--- src/rtl/calc_pkg.sv ---
// ------------------------------------------------------------------
// calc_pkg: shared widths, readout state enum and BCD helper. Rev 1.0
// ------------------------------------------------------------------
`default_nettype none

package calc_pkg;

   localparam int RESULT_W   = 25;
   localparam int MAG_W      = 25;
   localparam int NUM_DIGITS = 8;
   localparam int BCD_W      = 4 * NUM_DIGITS;
   localparam int CNT_W      = 5;

   typedef enum logic [0:0] {
      IDLE = 1'b0,
      CONV = 1'b1
   } rr_state_t;

   localparam logic [6:0] SEG_BLANK = 7'h7F;

   // Double-dabble correction: any digit of 5 or more gets +3 before the shift.
   function automatic logic [BCD_W-1:0] add3_digits(input logic [BCD_W-1:0] acc);
      logic [BCD_W-1:0] adj;
      adj = acc;
      for (int i = 0; i < NUM_DIGITS; i++) begin
         if (acc[4*i +: 4] >= 4'd5) begin
            adj[4*i +: 4] = acc[4*i +: 4] + 4'd3;
         end
      end
      return adj;
   endfunction

endpackage

`default_nettype wire

--- src/rtl/bcd_to_seg7.sv ---
// ------------------------------------------------------------------
// bcd_to_seg7: BCD digit to active-low {g,f,e,d,c,b,a}; RESULT_SCAN_EN only. Rev 1.0
// ------------------------------------------------------------------
`default_nettype none

`ifdef RESULT_SCAN_EN
module bcd_to_seg7
   import calc_pkg::*;
(
   input  logic [3:0] digit,
   input  logic       blank,
   output logic [6:0] seg
);

   always_comb begin
      seg = SEG_BLANK;
      if (!blank) begin
         case (digit)
            4'd0:    seg = 7'h40;
            4'd1:    seg = 7'h79;
            4'd2:    seg = 7'h24;
            4'd3:    seg = 7'h30;
            4'd4:    seg = 7'h19;
            4'd5:    seg = 7'h12;
            4'd6:    seg = 7'h02;
            4'd7:    seg = 7'h78;
            4'd8:    seg = 7'h00;
            4'd9:    seg = 7'h10;
            default: seg = SEG_BLANK;
         endcase
      end
   end

endmodule
`endif

`default_nettype wire

--- src/rtl/result_readout.sv ---
// ------------------------------------------------------------------
// result_readout: captures the 25-bit result, converts |result| to 8 BCD digits.
// Optional 8-digit scanned display under RESULT_SCAN_EN. Rev 1.0
// ------------------------------------------------------------------
`default_nettype none

module result_readout
   import calc_pkg::*;
#(
   parameter int SCAN_DIV = 50000
)
(
   input  logic                clk,
   input  logic                rst_n,
   input  logic                ld_r,
   input  logic [RESULT_W-1:0] result,
   output logic [BCD_W-1:0]    bcd,
   output logic                neg,
   output logic                busy,
   output logic                valid
`ifdef RESULT_SCAN_EN
   ,
   output logic [7:0]          anode,
   output logic [6:0]          seg
`endif
);

   if (SCAN_DIV < 2) begin : g_bad_scan_div
      $error("result_readout: SCAN_DIV must be at least 2");
   end

   rr_state_t         state;
   logic [MAG_W-1:0]  mag;
   logic [BCD_W-1:0]  acc;
   logic [CNT_W-1:0]  cnt;
   logic              neg_pend;

   logic [MAG_W-1:0]  w_abs;
   logic [BCD_W-1:0]  w_acc_adj;
   logic [BCD_W-1:0]  w_acc_next;
   logic [MAG_W-1:0]  w_mag_next;

   // 25-bit magnitude so that -2^24 maps cleanly to 2^24.
   assign w_abs      = result[RESULT_W-1] ? (~result + 1'b1) : result;
   assign w_acc_adj  = add3_digits(acc);
   assign w_acc_next = {w_acc_adj[BCD_W-2:0], mag[MAG_W-1]};
   assign w_mag_next = {mag[MAG_W-2:0], 1'b0};

   // bcd/neg only move on completion; neg_pend carries the captured sign until then.
   always_ff @(posedge clk or negedge rst_n) begin
      if (!rst_n) begin
         state    <= IDLE;
         mag      <= '0;
         acc      <= '0;
         cnt      <= '0;
         neg_pend <= 1'b0;
         bcd      <= '0;
         neg      <= 1'b0;
         busy     <= 1'b0;
         valid    <= 1'b0;
      end else if (ld_r) begin
         state    <= CONV;
         mag      <= w_abs;
         acc      <= '0;
         cnt      <= '0;
         neg_pend <= result[RESULT_W-1];
         busy     <= 1'b1;
         valid    <= 1'b0;
      end else begin
         case (state)
            IDLE: begin
               state <= IDLE;
            end
            CONV: begin
               acc <= w_acc_next;
               mag <= w_mag_next;
               cnt <= cnt + 1'b1;
               if (cnt == CNT_W'(MAG_W - 1)) begin
                  bcd   <= w_acc_next;
                  neg   <= neg_pend;
                  valid <= 1'b1;
                  busy  <= 1'b0;
                  state <= IDLE;
               end
            end
            default: state <= IDLE;
         endcase
      end
   end

`ifdef RESULT_SCAN_EN
   localparam int DIV_W = (SCAN_DIV > 2) ? $clog2(SCAN_DIV) : 1;

   logic [DIV_W-1:0] div_cnt;
   logic [2:0]       idx;
   logic [3:0]       w_digit;
   logic [BCD_W-1:0] w_upper;
   logic             w_blank;
   logic [6:0]       w_seg;

   assign w_digit = bcd[{idx, 2'b00} +: 4];
   assign w_upper = bcd >> {idx, 2'b00};
   // Leading zeros blank; the ones digit always shows.
   assign w_blank = (idx != 3'd0) && (w_upper == '0);

   bcd_to_seg7 u_seg7 (
      .digit (w_digit),
      .blank (w_blank),
      .seg   (w_seg)
   );

   always_ff @(posedge clk or negedge rst_n) begin
      if (!rst_n) begin
         div_cnt <= '0;
         idx     <= '0;
         anode   <= 8'hFF;
         seg     <= SEG_BLANK;
      end else begin
         if (div_cnt == DIV_W'(SCAN_DIV - 1)) begin
            div_cnt <= '0;
            idx     <= idx + 1'b1;
         end else begin
            div_cnt <= div_cnt + 1'b1;
         end
         anode <= ~(8'b1 << idx);
         seg   <= w_seg;
      end
   end
`endif

endmodule

`default_nettype wire

--- config.mk ---
export PLATFORM = sky130hd
export DESIGN_NAME = result_readout
export DESIGN_NICKNAME = d
export VERILOG_FILES = /design/src/rtl/calc_pkg.sv /design/src/rtl/bcd_to_seg7.sv /design/src/rtl/result_readout.sv
export SDC_FILE = /design/constraint.sdc
export NUM_CORES = 1
export LEC_CHECK = 0
export BUFFER_PORTS_ARGS = -buffer_cell sky130_fd_sc_hd__buf_2
export CELL_PAD_IN_SITES_DETAIL_PLACEMENT = 0
export CELL_PAD_IN_SITES_GLOBAL_PLACEMENT = 1
export CORE_MARGIN = 2
export CORE_UTILIZATION = 40
export CTS_CLUSTER_SIZE = 10
export DETAILED_ROUTE_END_ITERATION = 16
export PLACE_DENSITY_LB_ADDON = 0.3
export SYNTH_ARGS = -nofsm -noshare
export SYNTH_HDL_FRONTEND = slang
export SYNTH_SLANG_ARGS = --single-unit
--- constraint.sdc ---
create_clock -name clk -period 5 [get_ports clk]
set_clock_uncertainty 0.15 [all_clocks]
set_input_delay 0.25 -clock clk [delete_from_list [all_inputs] [get_ports clk]]
set_output_delay 0.25 -clock clk [all_outputs]
set_load 0.01 [all_outputs]
* Word-level counts from Yosys, hierarchy flattened
Index checks and enable logic that the tools add are counted.
Operators by class: $add $sub $neg 10, order comparisons 8, equal/unequal tests 1, mux-type cells 24, bitwise gates (word level) 3, reduce and logical (&&, ||, !) cells 4
Operator list (number):
- $mux W25 | 3
- $mux W32 | 2
- $ge A4 B3 Y1 const B | 8
- $add A4 B2 Y4 const B | 7
- $mux W4 | 7
- $add A25 B1 Y25 const B | 1
- $not A25 Y25 | 1
- $mux W5 | 2
- $mux W1 | 8
- $add A5 B1 Y5 const B | 1
- $eq A5 B5 Y1 const B | 1
- $reduce_bool A2 Y1 | 2
- $add A3 B2 Y3 const B | 1
- $mux W3 | 1
- $reduce_and A3 Y1 | 1
- $not A1 Y1 | 2
- $pmux W1 S2 | 1
- $reduce_and A2 Y1 | 1
Word-level totals: register bits 99, bits of input ports 28, word-level logic and storage cells 59

* Longest topological paths before layout
depth in word-level cells 4, depth in mapped cells 7, mapped depth without buffers 7

* Least setup slack after synthesis
Ideal clock, no wire load.
path kind register to register, start point register cnt[0], end point register bcd[1], setup time 0.125 ns, arrival time 1.753 ns, required time 4.725 ns, slack 2.972 ns, cell stages (with the launch flop) 7, clock period less this slack 2.028 ns, cells stage by stage dfrtp_1 inv_1 ha_1 nand4b_1 nor3b_2 clkbuf_1 mux2_2
Between the ends: cells in the longest elaborated chain, start to end 2
RTL lines:
- start, declared | RTL line result_readout.sv:35 | logic [CNT_W-1:0] cnt;
- start signal, assigned | RTL line result_readout.sv:77 | cnt <= cnt + 1'b1;
- $eq A5 B5 Y1 | RTL line result_readout.sv:78 | if (cnt == CNT_W'(MAG_W - 1)) begin
- $reduce_and A3 Y1 (no source line)
- end signal, assigned | RTL line result_readout.sv:79 | bcd <= w_acc_next;
- end, declared | RTL line result_readout.sv:17 | output logic [BCD_W-1:0] bcd,
Every way passes these cells. A chain may end at the register's enable or synchronous reset.

* Final worst setup path
start point register state, end point register mag[23]
Between the ends: cells in the longest elaborated chain, start to end 1
RTL lines:
- start, declared | RTL line result_readout.sv:32 | rr_state_t state;
- start signal, assigned | RTL line result_readout.sv:52 | state <= IDLE;
- start signal, assigned | RTL line result_readout.sv:62 | state <= CONV;
- start signal, assigned | RTL line result_readout.sv:72 | state <= IDLE;
- $reduce_bool A2 Y1 (no source line)
- end signal, assigned | RTL line result_readout.sv:63 | mag <= w_abs;
- end signal, assigned | RTL line result_readout.sv:76 | mag <= w_mag_next;
- end, declared | RTL line result_readout.sv:33 | logic [MAG_W-1:0] mag;
Every way passes these cells.

==> summary.txt <==
Status: complete, no violations
Number of buffers created by CTS: 9
Non-Filler Instances: 761
Worst Max-Slew Pin Slew: 885 ps
GRT Total Usage: 0.153
Critical path fanouts, max: 66
Adder-cell share of the synthesized area: 0.0446
Initial antenna violation count: 0
Worst skew pair latency: 340 ps
Die Wd: 119 um
Diode count: 0
WP data arrival: 2320 ps
Xor and xnor area share after synthesis: 0.0543
Wire length on met3: 364 um
Placer congestion estimate: 0.772
Clk slew on worst S/H paths: 70 ps
DR vias/cell: 5.15
Max_slew headroom: 0.410
Final wirelength: 10.4 mm
Number of enable flip-flop cells after synthesis: 0
Fraction of the cycle the final worst path needs: 0.456
Worst EP required: 5030 ps
Vias: 3916
Syn_nets: 578
Final min period: 2280 ps
CTS tree: built
CP Launch Type: register
Synth warnings: 0
Post-synth ARST share: 1.00
First drt pass iteration count: 4
Row cnt: 42
Predominant post-synthesis flop cell: dfrtp_1
Dpl ws: 2770 ps
Synthesized cell area: 5330 sq um
CP max-delay cell: dfrtp_4
Dpl hpwl: 7.02 mm
Core area: 13100 sq um
GRT overflow: 0
Top Metal Used: met4
Die extent in y: 119 um
IO Pins: 63
Top cell type's share of synthesized area: 0.465
DR WL/cell: 13.7 um
Fillcell total: 1303
Delay of the slowest critical-path stage: 660 ps
DRT antenna net count: 0
Simple logic cell fraction of the synthesized area: 0.150
1st-iter DRT viols: 219
Sequential-to-total area share from yosys stat: 0.465
Max_cap viols: 0
Initial cell density of the core: 0.405
Area Growth Syn to Fin: 13.4%
Setup Viol. Count Final: 0
Pin count of the biggest net entering global routing: 89
Vias in the first global route: 3800
Worst setup margin: 2720 ps
Final Hold Viols: 0
Mapped Avg Cell Area: 10.0 sq um
Most instantiated library cell after synthesis: dfrtp_1
Wl on met1: 5.00 mm
Largest family of logic cells by synthesized area: simple AND/OR/NAND/NOR gates
Setup TNS: 0 ps
Distinct cells, synth: 43
DR DRC count: 0
Leading area contributor after synthesis: dfrtp_1
IO Port Bufs: 62
Pwr dens: 281 nW/um^2
Crit end category: register
Root Driver: clkbuf_16
Die Footprint: 14300 sq um
Layout Nets: 627
Clk sink count: 99
Synth top cells by count: dfrtp_1 (99), a21oi_1 (67), nor2_1 (51)
Worst VDD drop: 0.144 mV
Longest Clk Path Bufs: 2
Worst-path cell chain: buf_4, and2b_2, a211oi_1, a21oi_1
Flops & latches, synth: 99
Synth top area cells: dfrtp_1 (47%), a21oi_1 (6.3%), mux2i_1 (5.6%)
Hold Slack: 86.3 ps
H-tree Lvls: 3
Leakage power: 0.00290 uW
Slew Limit Fails: 0
Layout cells sized above 1: 0.185
Placed cell count: 744
Post-synthesis instance total: 531
Compound-Gate Fraction of Synth Area: 0.148
Fmax: 438 MHz
HP Class: in -> reg
Mux cell area share after synthesis: 0.0923
Wire length on met2: 4.93 mm
Setup repair after global routing missed its margin: no
Crit path kind: reg -> reg
First-pass GRT wire length: 17.9 mm
[layout by cell type (no fill, tap or decap), drive strengths merged]
| master | instances |
|---|---|
| dfrtp | 99 |
| a21oi | 67 |
| buf | 66 |
| nor2 | 51 |
| mux2i | 30 |
| o21ai | 28 |
| a211oi | 26 |
| nand2 | 24 |
| inv | 23 |
| xor2 | 19 |
| ha | 19 |
| mux2 | 17 |
| nor2b | 17 |
| nor3b | 17 |
| xnor2 | 14 |
| nand2b | 11 |
| clkbuf | 11 |
| nand3 | 8 |
| o31ai | 6 |
| nand4 | 6 |
| or3 | 5 |
| o41ai | 4 |
| nor4 | 3 |
| nor3 | 2 |
| clkinv | 2 |
| nand4b | 1 |
| or4 | 1 |
| and2b | 1 |
| nor4b | 1 |
| o311a | 1 |
| o32ai | 1 |
| o22ai | 1 |
| a21o | 1 |
| bufinv | 1 |
| dlygate4sd3 | 1 |
[routing by layer]
metal | GRT usage | up-vias
met5 | 0 | -
met1 | 0.204 | 1884
li1 | - | 1957
met3 | 0.0297 | 12
met4 | 0.0500 | 0
met2 | 0.252 | 63
[timing repair]
action	CTS	global route
resized for setup	0	0
hold buffers	1	0
endpoints found under the hold margin	46	0
buffers inserted	0	0
[sequential cells by signal (all words and copies together), names as in the netlist]
name,flops
cnt,5
busy,1
neg,1
neg_pend,1
mag,25
bcd,32
acc,32
state,1
valid,1
[report_power, final]
| group | internal, uW | switching, uW |
|---|---|---|
| Sequential | 836 | 20.8 |
| Clock | 392 | 297 |
| Combinational | 62.1 | 86.2 |
| Total | 1290 | 404 |
[critical path, delay by kind of cell (launching register included)]
family	cells	cell delay, ps
flops	1	660
buf+inv	1	660
compound gates	2	300
simple gates	1	290
[final cells by class]
type	instances	area, sq um	area share
sequential	99	2480	0.411
multi-input combinational	382	2620	0.433
clock buffer	11	233	0.0385
clock inverter	5	61.3	0.0101
timing repair buffer	67	353	0.0584
tap	176	220	0.0364
inverter	21	78.8	0.0130
[worst paths after layout]
path	from	to	slack (ps)	depth (start not counted)
hold reg to reg	valid	valid	340	1
setup / recovery	state	mag[23]	2720	4
min in group asynchronous	rst_n	bcd[9]	310	2
hold / removal	result[0]	mag[0]	90	3
max in group asynchronous	rst_n	state	3260	3
setup reg to reg	state	mag[23]	2720	4
[kinds of logic (layout without fill, tap and decap cells)]
family | Yosys count | after routing
multiplexers | 47 | 47
adder cells (fa/ha/maj) | 19 | 19
flip-flops | 99 | 99
AND/OR/NAND/NOR | 148 | 148
AO/OA/AOI/OAI | 135 | 135
XOR/XNOR | 33 | 33
buffers and inverters | 50 | 104
[per-stage QoR]
stage / power, uW / cell area [sq um] / utilization
6_report: 1700 / 6040 / 0.460
5_1_grt: 1780 / 6040 / 0.460
4_1_cts: 1720 / 6040 / 0.460
3_5_place_dp: 1020 / 5740 / 0.437
3_3_place_gp: 1020 / 5740 / 0.437
2_1_floorplan: 963 / 5330 / -
Power figures use the tool's default switching activity.
